$ cat src/rtl/nco_pkg.sv
// Shared constants and helpers for the NCO output stages (sample width, midscale, dither LFSR taps).
package nco_pkg;

  localparam int SAMPLE_W = 32;
  localparam int DUTY_MAX_W = 16;

  // Fibonacci LFSR feedback mask: taps 16,14,13,11 -> state bits 15,13,12,10.
  localparam logic [15:0] LFSR_POLY = 16'hB400;

  function automatic logic [DUTY_MAX_W-1:0] midscale(input int n);
    return 16'd1 << (n - 1);
  endfunction

endpackage

$ cat src/rtl/nco_pwm_dac_if.sv
// Sample stream from the sine-table SRAM into the PWM DAC.
interface nco_pwm_dac_if;

  // A sample moves only on a cycle where sample_valid and sample_ready are both high;
  // while valid is high and ready is low the producer holds sample_data unchanged.
  logic                          sample_valid;
  logic [nco_pkg::SAMPLE_W-1:0]  sample_data;
  logic                          sample_ready;

  modport master (output sample_valid, output sample_data, input sample_ready);
  modport slave  (input sample_valid, input sample_data, output sample_ready);

endinterface

$ cat src/rtl/nco_lfsr16.sv
// 16-bit Fibonacci LFSR used for duty dithering; advances once per step pulse.
module nco_lfsr16
  import nco_pkg::*;
(
  input  logic        clk,
  input  logic        reset,
  input  logic        step,
  input  logic [15:0] seed,
  output logic [15:0] state
);

  always_ff @(posedge clk or posedge reset) begin
    if (reset) begin
      state <= seed;
    end else if (step) begin
      state <= {state[14:0], ^(state & LFSR_POLY)};
    end
  end

endmodule

$ cat src/rtl/nco_pwm_dac.sv
// Signed sine samples -> single-bit PWM with a one-entry buffer; duty changes only at period wrap.
// Optional dither of the truncated fraction is enabled by defining NCO_DAC_DITHER_EN.
module nco_pwm_dac
  import nco_pkg::*;
#(
  parameter int          PWM_BITS  = 8,
  parameter logic [15:0] LFSR_SEED = 16'hACE1
) (
  input  logic               clk,
  input  logic               reset,
  input  logic               enable,
  nco_pwm_dac_if.slave       smp,
  output logic               pwm_out,
  output logic               period_start,
  output logic               underrun,
  input  logic               underrun_clr
);

  localparam int FRAC_W = SAMPLE_W - PWM_BITS;
  localparam logic [PWM_BITS-1:0] CNT_MAX = '1;

  logic [PWM_BITS-1:0] cnt;
  logic [PWM_BITS-1:0] cnt_next;
  logic [PWM_BITS-1:0] duty_act;
  logic [PWM_BITS-1:0] duty_act_next;
  logic [PWM_BITS-1:0] pend_duty;
  logic [PWM_BITS-1:0] duty_trunc;
  logic [PWM_BITS-1:0] duty_in;
  logic                pend_full;
  logic                accept;
  logic                boundary;

  assign smp.sample_ready = ~pend_full;
  assign accept           = smp.sample_valid & ~pend_full;
  assign boundary         = enable & (cnt == CNT_MAX);

  // Offset binary: flipping the sign bit maps -full..+full onto 0..2^N-1.
  assign duty_trunc = {~smp.sample_data[SAMPLE_W-1], smp.sample_data[SAMPLE_W-2:FRAC_W]};

`ifdef NCO_DAC_DITHER_EN
  logic [15:0]       lfsr_state;
  logic [FRAC_W-1:0] lfsr_ext;
  logic [FRAC_W:0]   frac_sum;

  nco_lfsr16 u_lfsr (
    .clk   (clk),
    .reset (reset),
    .step  (accept),
    .seed  (LFSR_SEED),
    .state (lfsr_state)
  );

  assign lfsr_ext = FRAC_W'(lfsr_state);
  assign frac_sum = {1'b0, smp.sample_data[FRAC_W-1:0]} + {1'b0, lfsr_ext};
  // A carry out of the fraction must not wrap full-scale duty back to zero.
  assign duty_in  = (&duty_trunc) ? duty_trunc : duty_trunc + PWM_BITS'(frac_sum[FRAC_W]);
`else
  logic unused_frac;
  logic unused_seed;

  assign duty_in     = duty_trunc;
  assign unused_frac = ^smp.sample_data[FRAC_W-1:0];
  assign unused_seed = ^LFSR_SEED;
`endif

  always_comb begin
    cnt_next      = enable ? cnt + PWM_BITS'(1) : cnt;
    duty_act_next = (boundary & pend_full) ? pend_duty : duty_act;
  end

  always_ff @(posedge clk or posedge reset) begin
    if (reset) begin
      cnt          <= '0;
      duty_act     <= PWM_BITS'(midscale(PWM_BITS));
      pend_duty    <= '0;
      pend_full    <= 1'b0;
      pwm_out      <= 1'b0;
      period_start <= 1'b0;
      underrun     <= 1'b0;
    end else begin
      cnt          <= cnt_next;
      duty_act     <= duty_act_next;
      pwm_out      <= enable & (cnt_next < duty_act_next);
      period_start <= boundary & pend_full;

      // Accept needs an empty buffer and the pop needs a full one, so they never collide.
      if (boundary & pend_full) begin
        pend_full <= 1'b0;
      end else if (accept) begin
        pend_full <= 1'b1;
        pend_duty <= duty_in;
      end

      if (boundary & ~pend_full) begin
        underrun <= 1'b1;
      end else if (underrun_clr) begin
        underrun <= 1'b0;
      end
    end
  end

endmodule

$ cat src/flat_wrapper.sv
// flat-port wrapper written by rule: the top's interface ports become plain ports
module nco_pwm_dac_flat import nco_pkg::*;
#(
  parameter int          PWM_BITS  = 8,
  parameter logic [15:0] LFSR_SEED = 16'hACE1
)
  (clk, reset, enable, pwm_out, period_start, underrun, underrun_clr, smp_sample_valid, smp_sample_data, smp_sample_ready);
  nco_pwm_dac_if smp_i ();
  input  logic clk;
  input  logic reset;
  input  logic enable;
  output logic pwm_out;
  output logic period_start;
  output logic underrun;
  input  logic underrun_clr;
  input wire logic [$bits(smp_i.sample_valid)-1:0] smp_sample_valid;
  input wire logic [$bits(smp_i.sample_data)-1:0] smp_sample_data;
  output wire logic [$bits(smp_i.sample_ready)-1:0] smp_sample_ready;
  assign smp_i.sample_valid = smp_sample_valid;
  assign smp_i.sample_data = smp_sample_data;
  assign smp_sample_ready = smp_i.sample_ready;
  nco_pwm_dac #(.PWM_BITS(PWM_BITS), .LFSR_SEED(LFSR_SEED)) u_core (.clk(clk), .reset(reset), .enable(enable), .smp(smp_i), .pwm_out(pwm_out), .period_start(period_start), .underrun(underrun), .underrun_clr(underrun_clr));
endmodule
$ cat config.mk
export PLATFORM = sky130hd
export DESIGN_NAME = nco_pwm_dac_flat
export DESIGN_NICKNAME = d
export VERILOG_FILES = /design/src/rtl/nco_pkg.sv /design/src/rtl/nco_pwm_dac_if.sv /design/src/rtl/nco_lfsr16.sv /design/src/rtl/nco_pwm_dac.sv /design/src/flat_wrapper.sv
export SDC_FILE = /design/constraint.sdc
export NUM_CORES = 1
export LEC_CHECK = 0
export ABC_AREA = 1
export CORE_UTILIZATION = 54
export CTS_BUF_LIST = sky130_fd_sc_hd__clkbuf_16
export DETAILED_ROUTE_END_ITERATION = 8
export DONT_BUFFER_PORTS = 1
export PLACE_DENSITY = 0.65
export RECOVER_POWER = 25
export SLEW_MARGIN = 40
export SYNTH_ARGS = -nofsm -noshare
export SYNTH_HDL_FRONTEND = slang
export SYNTH_SLANG_ARGS = --single-unit
export TNS_END_PERCENT = 50
$ cat constraint.sdc
create_clock -name clk -period 3.3 [get_ports clk]
set_input_delay 0.33 -clock clk [delete_from_list [all_inputs] [get_ports clk]]
set_output_delay 0.33 -clock clk [all_outputs]
set_load 0.05 [all_outputs]
==> results by group, run 1 <==
Synth
  – Fraction of registers with async set/reset: between 90% and 100%
  – Register bit total from synthesis: 28
  – Post-synth cell types: 24
  – Post-Synthesis Cells: 134
  – Leading area contributor after synthesis: dfrtp_1
  – Seq/Total Area, Yosys: ~52%
  – YS warnings: 0
  – Ranking of synthesized cells by area: dfrtp_1, ha_1, inv_1
  – Most numerous cell in the Yosys netlist: dfrtp_1
  – Post-synth EDFFs: 0
  – Commonest cells post-synth: dfrtp_1, inv_1, nand2_1
  – Syn nets: about 180
  – Syn Std Cell Area: ~1400 um^2
  – Syn_area_per_cell: approximately 10 um^2
  – Synth Flop Type: dfrtp_1
  – Synth top area share: between 40% and 50%

Timing
  – Final setup margin: slightly above 900 ps
  – RSZ-0062 raised after global routing: no
  – Final-report setup violation count: 0
  – Worst Clk Skew: roughly 2.9 ps
  – Least-Margin Pin Slew: approximately 1000 ps
  – Normalized max-slew margin: between 30% and 40%
  – Max Freq: between 400 and 500 MHz
  – Fin crit share: a little over 70%
  – Tmin final: 2370 ps
  – Max Slew Vio Count: 0
  – Setup Total Neg Slack: 0 ps
  – Endpoints failing hold: 0

Clock network
  – # Post-CTS Setup Buffers: 0
  – Cts repair resizes: 0
  – Hold_buf cts: 0
  – CTS Buf Count: 3
  – Htree depth: 1
  – Worst-Skew Late Latency: about 260 ps
  – TritonCTS Sinks: 28
  – Clock buffer depth: 2
  – Reg clk slew, reported paths: 70 ps
  – CTS Root Buffer Type: clkbuf_16
  – CTS tree: done

Cells and area
  – Final instance area: between 1000 and 1500 um^2
  – # nets final: between 150 and 200
  – Area grow syn2layout: 8.27%
  – Final Util: between 60 and 70%
  – Fin cells: ~160
  – Share of cells above drive strength 1: a little under a fifth
  – Ant diodes: 0

Hold path
  – Min-Delay Path Depth: 1
  – Worst Hold Class: in -> reg
  – HP Start: underrun_clr
  – WHS Endpoint: u_core.underrun

Floorplan
  – Die width: approximately 52 um
  – Core Area: 2300 um^2
  – Chip height: roughly 52 um
  – Row count: 17
  – Initial Utilization: between 50% and 60%
  – Die Area: between 2000 and 3000 um^2
  – Io pins: 41

GRT
  – First-pass GRT wire length: ~3.7 mm
  – Initial antenna violation count: 0
  – GRT Overall Usage: between 15 and 20%
  – Global route total overflow: 0
  – Pin count of the biggest net entering global routing: 29
  – Vias in the first global route: 810

Route
  – Wire per inst: 13.1 um
  – Final WL: 2.14 mm
  – Total iterations of the first detailed-routing run: 4
  – Residual DRC: 0
  – Routed via count: 855
  – Drt via density: around 5.2
  – ANT nets after route: 0
  – Starting DRC count in detailed routing: 5

Worst setup path
  – WS Path Type: reg -> reg
  – Worst-path fanout max: 11
  – Req. time, crit path: between 3000 and 4000 ps
  – Reg-to-Reg End: u_core.pwm_out
  – Worst endpoint data arrival time: 2560 ps
  – Startpoint types: flip-flop
  – CP endpoint kind: flip-flop
  – FF-to-FF setup slack: around 930 ps
  – R2R cell count: 11
  – Reg-to-Reg Start: u_core.cnt[0]

Pwr
  – Power Dens Cells: approximately 730 nW/um^2
  – Max rail drop VDD: around 0.00053 V
  – Leakage power: 0.808 nW

Placed design
  – Routability cong.: approximately 0.76
  – Setup slack at placement: approximately 930 ps
  – I/O Buffers: 0
  – Post-DP HPWL: around 1.6 mm
  – Area of placed instances: about 1400 um^2
  – Inst Count DP: 159

Run
  – Max-cap violations: 0

Outcome
  – Status: completed
cells in the final DEF, fill, tap and decap left out, drive strengths merged:
cell	instances
nand2	21
or2	6
mux2	5
nand3	6
xnor2	2
ha	8
and2	1
dfrtp	27
clkbuf	3
a211oi	1
inv	23
xor2	5
nor3b	1
o21ai	10
a21oi	4
nor2	7
bufinv	1
nand4	3
dfstp	1
kinds of logic (layout without fill, tap and decap cells):
group	after synthesis	count (layout)	synth area share, %
XOR/XNOR	7	7	4.50
flip-flops	28	28	51.6
AO/OA/AOI/OAI	15	15	5.97
multiplexers	5	5	4.14
buffers and inverters	26	27	8.36
adder cells (fa/ha/maj)	8	8	7.35
AND/OR/NAND/NOR	45	45	18.1
stage by stage:
stage | power (mW) | hold WS, ps
3_5_place_dp | 0.732 | 309
3_3_place_gp | 0.718 | 434
4_1_cts | 1.09 | 27.5
6_report | 1.08 | 164
5_1_grt | 1.16 | 151
2_1_floorplan | 0.682 | 395
worst max path at each step:
stage / from / end / depth (start not counted)
6_report: u_core.cnt[0] / u_core.pwm_out / 11
5_1_grt: u_core.cnt[0] / u_core.pwm_out / 11
4_1_cts: u_core.cnt[0] / u_core.pwm_out / 11
3_5_place_dp: u_core.cnt[0] / u_core.pwm_out / 11
3_3_place_gp: u_core.cnt[0] / u_core.pwm_out / 11
2_1_floorplan: u_core.cnt[0] / u_core.pwm_out / 11
state kept, by name, indices dropped and copies added (netlist names):
name	count
u_core.pend_full	1
u_core.pend_duty	8
u_core.underrun	1
u_core.cnt	8
u_core.duty_act	8
u_core.period_start	1
u_core.pwm_out	1
cell type report:
cell class / instances / area (um^2)
multi-input cells: 80 / 546
fillers: 178 / 823
well taps: 28 / 35.0
flip-flops and latches: 28 / 702
clock inverters: 1 / 30.0
clock buffers: 3 / 75.1
inverters: 23 / 86.3
routing by layer:
layer	part of all wire (%)	vias to the layer above	routed length (um)	global-route usage, %
met5	0	-	0	0
met4	2.0	0	42	9.21
met3	3.2	5	68	4.64
met2	47	12	1010	29.7
met1	48	413	1020	26.3
li1	-	425	-	-
worst max-delay path: stages (launching register included):
cell and delay [ps]:
dfrtp_1 390, ha_1 220, nand2_2 80, nor2_4 130, nand3_2 230, inv_1 230, or2_2 130, o21ai_0 110
ha_1 330, a211oi_1 220, nand3_1 120, a21oi_2 120
where the power goes:
group	internal, mW	switching, mW	total (mW)	leakage, nW
registers	0.400	0.0627	0.463	0.349
logic	0.111	0.152	0.263	0.408
clock network	0.242	0.115	0.357	0.0511
total	0.752	0.330	1.08	0.808
No activity file was read; power rests on OpenSTA's default activity.
==> run 2: changes to the inputs <==
Clock period 3.3 ns to 2.3 ns, I/O delays scaled along.
==> run 2 against run 1 <==
Effect of this change: highest routed layer unchanged; non-clock buffer count increased by 4; core utilization increased by 1.3 points; count of clock-buffer cells in the layout unchanged.
==> results by group, run 2 (synthesized netlist as in run 1, its figures left out) <==
Outcome
  – Status: completed

Cells and area
  – Top Registers: u_core.cnt x8, u_core.duty_act x8, u_core.pend_duty x8
  – # nets final: around 190
  – Share of cells above drive strength 1: between 20% and 30%
  – Ant diodes: 0
  – Area grow syn2layout: 10.4%
  – Commonest non-fill, non-tap cells in the layout: dfrtp_1, inv_1, nand2_1
  – Most common cell after layout, fill and taps aside: dfrtp_1

GRT
  – Pin count of the biggest net entering global routing: 29
  – Initial antenna violation count: 0
  – Vias in the first global route: approximately 890
  – Global route total overflow: 0
  – First-pass GRT wire length: approximately 4 mm
  – GRT Overall Usage: roughly a fifth

Clock network
  – Clock buffer depth: 2
  – TritonCTS Sinks: 28
  – Worst-Skew Late Latency: around 260 ps
  – CTS Buf Count: 3
  – # Post-CTS Setup Buffers: 0
  – CTS Root Buffer Type: clkbuf_16
  – Htree depth: 1
  – CTS tree: done
  – Reg clk slew, reported paths: approximately 70 ps

Hold path
  – HP Start: underrun_clr
  – Worst Hold Class: in -> reg

Timing
  – Fin crit share: between 90% and 100%
  – Tmin final: ~2100 ps
  – Max Freq: 469 MHz
  – Endpoints failing hold: 0
  – Worst Clk Skew: ~2.7 ps
  – Setup Total Neg Slack: 0 ps
  – RSZ-0062 raised after global routing: no
  – Least-Margin Pin Slew: 1430 ps
  – Normalized max-slew margin: under 10%
  – Final worst hold slack: between 60 and 70 ps
  – Final-report setup violation count: 0
  – Max Slew Vio Count: 0

Pwr
  – Leakage power: roughly 0.8 nW
  – Sequential Power Share: between 40% and 50%
  – Internal: approximately 1.1 mW
  – Clock Power Share: 32.7%
  – Sw Share: ~30%
  – Power Dens Cells: approximately 1000 nW/um^2
  – Combinational power share: between 20% and 30%
  – Max rail drop VDD: approximately 0.00065 V
  – P_sw: roughly 0.47 mW

Route
  – Routed via count: between 800 and 900
  – ANT nets after route: 0
  – Final WL: roughly 2.2 mm
  – Residual DRC: 0
  – Starting DRC count in detailed routing: 7
  – Wire per inst: 13.2 um
  – Drt via density: between 5 and 6
  – Total iterations of the first detailed-routing run: 4

Placed design
  – I/O Buffers: 0
  – Routability cong.: around 0.77
  – Post-DP HPWL: approximately 1.6 mm

Worst setup path
  – Worst endpoint data arrival time: 2320 ps
  – Reg-to-Reg Start: u_core.cnt[0]
  – Req. time, crit path: 2490 ps
  – WS Path Type: reg -> reg
  – Worst-path fanout max: 7
  – CP Launch Point: u_core.cnt[0]
  – CP endpoint kind: flip-flop
  – Startpoint types: flip-flop

Run
  – Max-cap violations: 0

Floorplan
  – Initial Utilization: about three fifths
  – Die Area: 2730 um^2
  – Row count: 17
  – Die width: roughly 52 um
  – Core Area: 2300 um^2
  – Chip height: approximately 52 um
  – Io pins: between 40 and 50
## run 2: path summary, 6_finish.rpt
kind / slack (ps) / endpoint / cells past startpoint
max: 170 / u_core.pwm_out / 11
min: 70 / u_core.underrun / 1
max reg2reg: 170 / u_core.pwm_out / 11
min reg2reg: 500 / u_core.pend_duty[1] / 1
max in group asynchronous: 560 / u_core.cnt[4] / 3
min in group asynchronous: 900 / u_core.pend_duty[0] / 3
## run 2: per-layer routing
| layer | global-route usage, % | part of all wire [%] | vias to the layer above |
|---|---|---|---|
| met5 | 0 | 0 | - |
| met4 | 7.89 | 1.1 | 0 |
| met3 | 2.61 | 1.9 | 2 |
| met2 | 35.0 | 50 | 9 |
| met1 | 25.1 | 47 | 389 |
| li1 | - | - | 436 |
## run 2: worst max-delay path, stage by stage (launching register included)
cell      delay (ps)
dfrtp_1          410
ha_1             240
nand2_2           90
nor2_4            50
nand3_2           80
inv_2             70
or2_2            270
o21ai_1          120
ha_1             280
a211oi_1         200
nand3_1          110
a21oi_2          130
## run 2: per-stage QoR
step                      power, mW  instances  utilization, %  cell area [um^2]  worst slack (ps)
after detailed placement       1.06        162            60.6              1390               122
final                          1.55        167            65.4              1500               166
after global placement         1.03        162            60.6              1390               181
after floorplan               0.979        134               -              1360               326
after CTS                      1.57        167            65.6              1510              73.9
after global routing           1.67        167            65.4              1500              9.33
## run 2: power groups by stage
stage / Sequential [mW] / Clock (mW) / Combinational (mW)
after detailed placement: 0.673 / 0 / 0.384
after CTS: 0.666 / 0.514 / 0.390
after floorplan: 0.659 / 0 / 0.320
after global placement: 0.670 / 0 / 0.361
after global routing: 0.679 / 0.534 / 0.452
final: 0.665 / 0.509 / 0.380
## run 2: layout make-up
type                            count  area (um^2)
Fill cell                         178          795
Sequential cell                    28          702
Multi-Input combinational cell     80          546
Inverter                           23         86.3
Clock buffer                        3         75.1
Tap cell                           28         35.0
Clock inverter                      1         30.0
Timing Repair Buffer                4         28.8
## run 2: timing repair
item / in CTS / in global routing
resized for setup: 0 / 3
setup endpoints to repair: 0 / 1
hold buffers: 1 / 0
hold endpoints to repair: 27 / 0
